File: src/rtl/m2_filler_multi.sv
// m2_filler_multi
//   Test-word filler for the frame buffer reader. On every word request the
//   read pointer is compared against CH configured slot addresses. A hit on
//   an armed channel emits that channel's test word (constant, up-count,
//   down-count, or down-count gated by odd groups) and disarms the channel,
//   so a pointer dwelling on a slot produces one word per dwell. Any request
//   outside all slots emits the idle fill word and re-arms every channel.
//
// Ports
//   clk          in   system clock, rising edge
//   reset        in   synchronous active-high reset
//   bufGetWord   in   word request
//   bufRdPointer in   buffer read address (PTR_W bits)
//   grpOddity    in   group counter, bit 0 = odd group
//   cntClear     in   synchronous clear of all channel counters
//   dataWord     out  registered output word (CNT_W+2 bits)
//   dataStrobe   out  one-cycle pulse when a slot word is loaded
module m2_filler_multi #(
  parameter int                     CH        = 4,
  parameter int                     PTR_W     = 8,
  parameter int                     CNT_W     = 10,
  parameter logic [CH*PTR_W-1:0]    SLOT_ADDR = {8'd8, 8'd64, 8'd0, 8'd128},
  parameter logic [CH*2-1:0]        SLOT_MODE = {2'd3, 2'd1, 2'd0, 2'd0},
  parameter logic [CNT_W-1:0]       CONST_VAL = CNT_W'(110),
  parameter logic [CNT_W+1:0]       FILL_WORD = (CNT_W+2)'(12'h002)
) (
  input  logic               clk,
  input  logic               reset,
  input  logic               bufGetWord,
  input  logic [PTR_W-1:0]   bufRdPointer,
  input  logic [4:0]         grpOddity,
  input  logic               cntClear,
  output logic [CNT_W+1:0]   dataWord,
  output logic               dataStrobe
);

  localparam int WORD_W = CNT_W + 2;
  localparam int SEL_W  = (CH > 1) ? $clog2(CH) : 1;

  logic [CH-1:0]     match;
  logic [CNT_W-1:0]  cnt_q [CH];
  logic [CNT_W-1:0]  cnt_d [CH];
  logic [CH-1:0]     armed_q, armed_d;
  logic [WORD_W-1:0] word_q, word_d;
  logic              strobe_q, strobe_d;

  logic              hit;
  logic [SEL_W-1:0]  sel;
  logic [1:0]        mode;
  logic [CNT_W-1:0]  cur;

  // Only the odd/even bit of the group counter matters here.
  logic unused_grp;
  assign unused_grp = ^grpOddity[4:1];

  genvar gi;
  generate
    for (gi = 0; gi < CH; gi++) begin : g_match
      assign match[gi] = (bufRdPointer == SLOT_ADDR[gi*PTR_W +: PTR_W]);
    end
  endgenerate

  always_comb begin
    cnt_d    = cnt_q;
    armed_d  = armed_q;
    word_d   = word_q;
    strobe_d = 1'b0;
    hit      = 1'b0;
    sel      = '0;

    // Scan from the top so the lowest matching channel ends up selected.
    for (int k = CH - 1; k >= 0; k--) begin
      if (match[k]) begin
        hit = 1'b1;
        sel = SEL_W'(k);
      end
    end

    mode = SLOT_MODE[sel*2 +: 2];
    cur  = cnt_q[sel];

    if (bufGetWord) begin
      if (!hit) begin
        word_d  = FILL_WORD;
        armed_d = '1;
      end else if (armed_q[sel]) begin
        armed_d[sel] = 1'b0;
        case (mode)
          2'd0: begin
            word_d   = {1'b0, CONST_VAL, 1'b0};
            strobe_d = 1'b1;
          end
          2'd1: begin
            word_d       = {1'b0, cur, 1'b0};
            cnt_d[sel]   = cur + CNT_W'(1);
            strobe_d     = 1'b1;
          end
          2'd2: begin
            word_d       = {1'b0, cur, 1'b0};
            cnt_d[sel]   = cur - CNT_W'(1);
            strobe_d     = 1'b1;
          end
          default: begin
            // Odd-group channel: counts down on odd groups only; even
            // groups consume the dwell with the fill word.
            if (grpOddity[0]) begin
              word_d     = {1'b0, cur, 1'b0};
              cnt_d[sel] = cur - CNT_W'(1);
              strobe_d   = 1'b1;
            end else begin
              word_d     = FILL_WORD;
            end
          end
        endcase
      end
    end

    // Clear wins over any step taken this cycle; the emitted word above
    // already carries the pre-clear value.
    if (cntClear) begin
      for (int k = 0; k < CH; k++) begin
        cnt_d[k] = '0;
      end
    end
  end

  always_ff @(posedge clk) begin
    if (reset) begin
      word_q   <= '0;
      strobe_q <= 1'b0;
      armed_q  <= '1;
      for (int k = 0; k < CH; k++) begin
        cnt_q[k] <= '0;
      end
    end else begin
      word_q   <= word_d;
      strobe_q <= strobe_d;
      armed_q  <= armed_d;
      for (int k = 0; k < CH; k++) begin
        cnt_q[k] <= cnt_d[k];
      end
    end
  end

  assign dataWord   = word_q;
  assign dataStrobe = strobe_q;

endmodule

File: config.mk
export PLATFORM = sky130hd
export DESIGN_NAME = m2_filler_multi
export DESIGN_NICKNAME = d
export VERILOG_FILES = /design/src/rtl/m2_filler_multi.sv
export SDC_FILE = /design/constraint.sdc
export NUM_CORES = 1
export LEC_CHECK = 0
export CAP_MARGIN = 20
export CORE_UTILIZATION = 45
export CTS_BUF_LIST = sky130_fd_sc_hd__clkbuf_4
export CTS_CLUSTER_SIZE = 12
export DETAILED_ROUTE_END_ITERATION = 8
export GPL_TIMING_DRIVEN = 0
export PLACE_DENSITY = 0.73
export SLEW_MARGIN = 20
export SYNTH_ARGS = -nofsm -noshare
export SYNTH_HDL_FRONTEND = slang
export SYNTH_SLANG_ARGS = --single-unit
File: constraint.sdc
create_clock -name clk -period 3.7 [get_ports clk]
set_clock_uncertainty 0.05 [all_clocks]
set_input_delay 1.11 -clock clk [delete_from_list [all_inputs] [get_ports clk]]
set_output_delay 1.11 -clock clk [all_outputs]
set_load 0.005 [all_outputs]
Word-level counts from Yosys, hierarchy flattened

Index checks and enable logic that the tools add are counted.
W data, S select, Z words.

Add/subtract/negate cells: 2
$lt $le $gt $ge: 4
Equality and inequality tests: 6
Shift operators: 1
Mux-type cells: 29
Bitwise logic cells: 7
Reductions and logical operators: 11

Operators by type and width:

| kind                     | count |
|---|---|
| $pmux W40 S3             | 1 |
| $bwmux W40               | 2 |
| $mux W40                 | 1 |
| $mux W10                 | 3 |
| $mux W12                 | 2 |
| $pmux W11 S2             | 1 |
| $bmux W10 S2             | 1 |
| $demux W10 S2            | 1 |
| $mux W11                 | 1 |
| $add A10 B1 Y10 const B  | 1 |
| $sub A10 B1 Y10 const B  | 1 |
| $eq A8 B4 Y1 const B     | 1 |
| $eq A8 B7 Y1 const B     | 1 |
| $eq A8 B8 Y1 const B     | 1 |
| $logic_not A8 Y1         | 1 |
| $mux W1                  | 8 |
| $mux W2                  | 4 |
| $mux W4                  | 2 |
| $shiftx A8 B4 Y2 const A | 1 |
| $reduce_and A5 Y1        | 1 |
| $and A4 B4 Y4            | 1 |
| $not A1 Y1               | 4 |
| $not A4 Y4               | 1 |
| $reduce_or A2 Y1         | 2 |
| other kinds (16)         | 17 |

Register bits: 57
Input bits: 17
Output and inout port bits: 13
Word-level logic and storage cells: 67

Depth between registers and ports, before layout

Gate-level depths: netlist (run 1).

Depth in word-level cells: 13
Depth in mapped cells: 10
Depth with buffers taken out: 9

Least setup slack after synthesis (run 1)

No wires, ideal clock.

Path type: input-to-reg
Start: input port bufRdPointer[1]
End: register cnt_q[18] (netlist name)
Library setup time: 86 ps
Arrival: 3616 ps
Required time: 3564 ps
Setup slack: -52 ps
Stages on the path: 9
Path buffers: 1
Path through: or4_1 -> buf_2 -> a2111oi_4 -> a2bb2oi_2 -> ha_1 -> nand3_1 -> or3_1 -> xnor2_1 -> a211oi_1

Cells in the longest elaborated chain, start to end: 13
Elaborated cells between the ends (all ways): 36
Those cells by class: add/sub (2); order compare (2); eq/ne (5); shift (1); mux (19); bitwise (2); reduce/logical (5)

Ends and longest elaborated chain:

| item                                                                         | RTL line     | source |
|---|---|---|
| from (decl)                                                                  | 30           | `input logic [PTR_W-1:0] bufRdPointer,` |
| $eq A8 B4 Y1                                                                 | 59           | `assign match[gi] = (bufRdPointer == SLOT_ADDR[gi*PTR_W +: PTR_W]);` |
| $mux W2 (4 in a row)                                                         | 73           | `if (match[k]) begin` |
| $not A2 Y3 (not written as such)                                             | --           |  |
| $bmux W10 S2 (tied with other cells)                                         | 80           | `cur = cnt_q[sel];` |
| $mux W10 (not written as such) / $logic_and A1 B1 Y1 (equally long branches) | --           |  |
| $mux W10 (on tied branches)                                                  | --           |  |
| $sub A10 B1 Y10 / $demux W10 S2 (equally long branches)                      | 100, 108, 95 |  |
| $bwmux W40                                                                   | 100, 108     |  |
| $mux W40                                                                     | 106          | `if (grpOddity[0]) begin` |
| $pmux W40 S3                                                                 | 88           | `case (mode)` |
| to (signal, indexed assignment)                                              | 140          | `cnt_q[k] <= cnt_d[k];` |
| to (decl)                                                                    | 41           | `logic [CNT_W-1:0] cnt_q [CH];` |

Parallel ways exist; a longest one is shown, timed or not. The select of a mux whose other input is x is not followed.
A chain may end at the register's enable or synchronous reset.

Worst setup path after layout (run 1)

Start: input port bufRdPointer[3]
End: register cnt_q[18] (netlist name)

The elaborated chain is that of the path after synthesis.

==> results of run 1 <==
-- flip-flops by register name, indices dropped and copies added (netlist names), named ones only --
name        cells
cnt_q          36
dataWord       10
armed_q         4
dataStrobe      1
-- cell usage in the layout, fill, tap and decap left out, drive strengths merged, types with 2 or more instances in the layout --
cell           count
nor4               4
xnor2             12
inv                4
a211oi            14
mux2i              6
nor3b              3
nand2             17
or3                2
mux2               7
nand3              9
and3               2
nand2b             2
clkdlybuf4s50     18
or2                3
nor2              32
ha                 2
dfxtp             55
a2111oi            2
nand4              3
nor3              10
a21oi             22
clkbuf            17
and2              21
xor2               4
buf               17
o22ai              5
dlymetal6s2s       4
o221ai             2
o21ai             12
a2bb2oi            4
conb               2
-- tightest hold or removal path, delay by kind of cell (launching register included) --
| kind | cells | cell delay (ns) |
|---|---|---|
| and+or+nand+nor | 1 | 0.05 |
| AOI/OAI and AO/OA | 1 | 0.06 |
| DFF | 1 | 0.34 |
-- layer usage --
layer / track usage / vias to the layer above
li1: - / 1126
met1: 0.297 / 1067
met2: 0.359 / 65
met3: 0.0453 / 13
met4: 0.0944 / 0
met5: 0 / -
-- kinds of logic after synthesis --
group,after synthesis,synth area share
mux,13,0.0530
fa+ha+maj,2,0.00955
flops,55,0.420
xor+xnor,16,0.0535
other cells,1,0.00143
buf+inv,23,0.0377
compound gates,72,0.196
simple gates,113,0.228
-- stage by stage --
stage	util	power, mW
final	0.577	0.927
after global routing	0.577	0.967
after CTS	0.554	0.931
after detailed placement	0.526	0.687
after global placement	0.526	0.687
after floorplan	-	0.655
-- where the power goes --
group | internal [mW] | leakage (nW) | switching [mW]
combinational | 0.0350 | 0.698 | 0.0549
clock | 0.0673 | 0.0232 | 0.174
sequential | 0.594 | 0.444 | 0.000965
-- repair_timing --
action,4_1_cts,5_1_grt
setup buffers,5,5
pin swaps,3,7
resized for setup,11,21
endpoints found under the setup margin,24,26
endpoints found under the hold margin,0,0
-- how the worst min path moves through the flow --
stage               startpoint         end  slack [ns]  cells after the start
detailed placement   cnt_q[21]   cnt_q[21]        0.39                      1
finish              armed_q[0]  armed_q[0]        0.42                      2
global route         cnt_q[34]   cnt_q[34]        0.44                      1
floorplan            cnt_q[24]   cnt_q[24]        0.37                      1
global placement     cnt_q[24]   cnt_q[24]        0.39                      1
CTS                 armed_q[0]  armed_q[0]        0.42                      2
-- layout make-up --
cell class                 instances  area share
sequential                        55       0.343
clock inverter                     1     0.00234
tap                               72      0.0280
timing repair buffer              32      0.0950
multi-input combinational        218       0.488
inverter                           4     0.00467
buffer                            19      0.0280
clock buffer                       5      0.0117
==> impl_metrics.yaml, run 1 <==
setup_path:
  arrival_ns: 3.88
  r2r_setup_slack_ns: 1.58
  worst_ep_required_time_ns: 3.95
  crit_buf_inv: 3
  rr_endpoint: "cnt_q[9]"
  endpoint_kind: "register"
  start_kind: "input pin"
  critical_path.top_delay_family: "buffers and inverters"
  critPathKind: "in2reg"
  startpoint: "bufRdPointer[3]"
  cp_max_fo: 10
  critical-path-slowest-cell: "clkdlybuf4s50_1"
  cp_num_cells: 10
  cpPeakStageDelay_ns: 0.53
  cp_cell_sequence: "clkdlybuf4s50_1 > buf_2 > clkbuf_1 > mux2i_1 > nand3_1 > o221a_4 > nand4_1 > or3_1 > xnor2_1 > a211oi_2"
  rr_worst_depth: 7
  crit_path_end: "cnt_q[18]"
final_layout:
  fin_nets: 354
  area_delta_synth_final_pct: 22.7
  multiInputGateArea_um2: 1570
  regArea_um2: 1100
  final_cells: 406
  fillers: 528
  drive_gt1_frac: 0.162
  diodes: 0
  final_area_um2: 3210
placement:
  place_inst: 390
  place_area_um2: 2930
  place.gp.congestion: 0.875
  place.port_buffers: 22
  hpwl_um: 4660
  pre_cts_ws_ns: -0.950
clocking:
  cts_buffer_depth: 2
  htree_levels: 2
  postCtsHoldBufs: 0
  root_buffer: "clkbuf_4"
  clk_latency_ns: 0.38
  numCtsBuffers: 5
  cts_tree: "yes"
  clk_pin_slew_worst_paths_ns: 0.15
  clock_sinks: 55
synth:
  ys_types: 51
  syn_area_per_cell_um2: 8.88
  ys_ff_latch: 55
  synthTopCellsByArea: "dfxtp_1 42%, and2_1 5.0%, nor2_1 4.6%"
  synth_area_um2: 2620
  ys_warn_count: 0
  synth_cells: 295
  ys.flop_type: "dfxtp_1"
  async_flop_share: 0
  synth_edf_count: 0
  synth_top_cells_by_count: "55 x dfxtp_1, 32 x nor2_1, 22 x a21oi_1, 21 x and2_1, 17 x nand2_1"
  synth_top_area_share: 0.420
  ys_seq_area_frac: 0.420
  synth.largest_area_cell: "dfxtp_1"
  yosysMostFrequentCell: "dfxtp_1"
routing:
  avgViaCountPerCell: 5.59
  drt-initial-drc-count: 174
  m1WireLength_um: 3130
  routed-wl-met2_um: 3110
  vias: 2271
  drtPass1Iterations: 4
  highest_layer: "met4"
  wire_per_inst_um: 16.7
  drcViolationCount: 0
  met3_length_um: 386
  drt-total-wl_um: 6780
  final_antenna_net_count: 0
timing:
  maxSlewHeadroom: 0.506
  min_period_ns: 3.63
  finalSetupTns_ns: 0
  worst_pin_slew_ns: 0.739
  finalSetupViolations: 0
  hold_viol: 0
  finalCritPeriodShare: 0.981
  clock.fmax_mhz: 275
  fin_ws_ns: 0.0702
  maxSlewViolCount: 0
  timing.hold.ws_ns: 0.421
global_routing:
  antenna_found_initial: 0
  grt_first_pass_wirelength_um: 10600
  grtUsageTotal: 0.226
  grt_pass1_vias: 2153
  grt_max_degree: 16
  overflow: 0
outcome:
  status: "complete, no violations"
floorplanning:
  core.rowCount: 27
  dieWidth_um: 78.3
  initial_utilization: 0.470
  core_um2: 5570
  chipHeight_um: 78.3
  dieArea_um2: 6130
  io_pins: 30
pwr:
  ir_drop_uv: 164
  p_leak_nw: 1.16
  power_density_nw_per_um2: 288
job:
  max-cap-violations: 0
min_path:
  hp-class: "reg2reg"
Note: power is estimated with default switching activity, not from simulation.
==> inputs of run 2 (changes only) <==
--- a/config.mk
+++ b/config.mk
@@ -12,6 +12,7 @@
 export DETAILED_ROUTE_END_ITERATION = 8
 export GPL_TIMING_DRIVEN = 0
 export PLACE_DENSITY = 0.73
+export SETUP_SLACK_MARGIN = 0.4
 export SLEW_MARGIN = 20
 export SYNTH_ARGS = -nofsm -noshare
 export SYNTH_HDL_FRONTEND = slang
==> constraint.sdc (replaced) <==
create_clock -name clk -period 3.7 [get_ports clk]
set_clock_uncertainty 0.05 [all_clocks]
set_input_delay 1.11 -clock clk [delete_from_list [all_inputs] [get_ports clk]]
set_output_delay 1.11 -clock clk [all_outputs]
set_load 0.05 [all_outputs]
==> run 2 against run 1 <==
Against the previous run:
- global-route usage up 3.7 points
- utilization up 4.3 points
- via count up 9.6%
- cell area is 7.4% higher
- register-to-register slack worse by 0.10 ns
- highest routed layer unchanged
==> impl_metrics.yaml, run 2 (synthesized netlist as in run 1, its figures left out) <==
job:
  max-cap-violations: 0
clocking:
  htree_levels: 2
  cts_buffer_depth: 2
  cts_tree: "yes"
  root_buffer: "clkbuf_4"
  clk_latency_ns: 0.38
  clk_pin_slew_worst_paths_ns: 0.16
  numCtsBuffers: 5
  clock_sinks: 55
setup_path:
  crit_buf_inv: 4
  endpoint_kind: "register"
  cpMostUsedCell: "buf_6"
  startpoint: "bufRdPointer[0]"
  cp_max_fo: 6
  critical-path-slowest-cell: "or4_4"
  start_kind: "input pin"
  arrival_ns: 3.54
  cp_cell_sequence: "buf_8 > or4_4 > buf_6 > a2111oi_4 > buf_6 > a2bb2oi_4 > buf_6 > nand4_1 > nor4_1 > xor2_1 > a21oi_1"
  cpPeakStageDelay_ns: 0.53
  critical_path.top_delay_family: "simple AND/OR/NAND/NOR gates"
  worst_ep_required_time_ns: 3.91
  regToRegStartpoint: "cnt_q[1]"
  critPathKind: "in2reg"
routing:
  wire_per_inst_um: 17.9
  final_antenna_net_count: 0
  drt-total-wl_um: 7640
  vias: 2488
  drcViolationCount: 0
  avgViaCountPerCell: 5.83
  drtPass1Iterations: 4
  drt-initial-drc-count: 215
timing:
  finalSetupViolations: 0
  maxSlewHeadroom: 0.549
  rsz0062_at_grt: "true"
  min_period_ns: 3.32
  maxSlewViolCount: 0
  finalCritPeriodShare: 0.898
  finalSetupTns_ns: 0
  hold_viol: 0
  clock.fmax_mhz: 301
  worst_pin_slew_ns: 0.673
final_layout:
  largest_reg_flops: 36
  diodes: 0
  area_delta_synth_final_pct: 31.8
  final_cell_mix: "55 x dfxtp_1, 32 x nor2_1, 24 x buf_4, 22 x a21oi_1, 21 x and2_1"
  largest_register: "cnt_q"
  fin_nets: 373
  drive_gt1_frac: 0.234
  final_common_cell: "dfxtp_1"
pwr:
  ir_drop_uv: 195
  power_mw: 1.04
  power_density_nw_per_um2: 300
  p_leak_nw: 1.29
min_path:
  hp-class: "reg2reg"
  hp-start: "cnt_q[24]"
global_routing:
  grt_pass1_vias: 2478
  grtUsageTotal: 0.263
  grt_max_degree: 17
  antenna_found_initial: 0
  overflow: 0
  grt_first_pass_wirelength_um: 12200
floorplanning:
  dieWidth_um: 78.3
  core_um2: 5570
  core.rowCount: 27
  io_pins: 30
  initial_utilization: 0.470
  chipHeight_um: 78.3
  dieArea_um2: 6130
placement:
  place.gp.congestion: 0.852
  hpwl_um: 4520
  place.port_buffers: 22
outcome:
  status: "complete, no violations"
[run 2: path summary, 6_finish.rpt]
kind / end / slack (ns) / cells past startpoint
worst min-delay path: cnt_q[24] / 0.42 / 1
worst max register to register: cnt_q[6] / 1.48 / 9
worst max-delay path: cnt_q[19] / 0.38 / 11
worst min register to register: cnt_q[24] / 0.42 / 1
[run 2: through the flow]
stage	util	hold slack, ns	instances	setup WS (ns)	instance area (um2)
finish	0.619	0.423	427	0.377	3450
global route	0.619	0.433	427	0.332	3450
CTS	0.601	0.424	419	0.409	3350
detailed placement	0.534	0.388	390	-0.894	2980
global placement	0.532	0.387	390	-0.986	2970
floorplan	-	0.371	296	-0.0214	2660
[run 2: metal layers]
layer | GRT usage | wire (um) | up-vias
met5 | 0 | 0 | -
met4 | 0.144 | 297 | 0
met3 | 0.0535 | 528 | 30
met2 | 0.424 | 3640 | 111
met1 | 0.327 | 3170 | 1181
li1 | - | - | 1166
[run 2: final cells by class]
cell class	instances	area [um2]
well taps	72	90.1
fillers	476	2120
inverters	4	17.5
clock buffers	5	37.5
clock inverters	3	38.8
flip-flops and latches	55	1100
multi-input cells	218	1580
repair buffers	51	478
plain buffers	19	105
[run 2: power breakdown]
group / internal, mW / total [mW] / switching [mW]
registers: 0.595 / 0.596 / 0.000940
clock network: 0.139 / 0.333 / 0.194
logic: 0.0410 / 0.108 / 0.0673
[run 2: timing repair]
item                                    CTS  global route
pin swaps                                12             5
hold buffers                              0             0
buffers inserted                         21             8
endpoints found under the setup margin   33            26
resized for setup                        38            17
[run 2: worst reg2reg max path: stages (launching register included)]
cell       delay, ns
dfxtp_1         0.35
mux2_2          0.27
o22ai_1         0.29
a2bb2oi_4       0.14
inv_1           0.18
ha_4            0.17
nor3b_4         0.27
nand3_1         0.13
xor2_1          0.16
a21oi_1         0.15
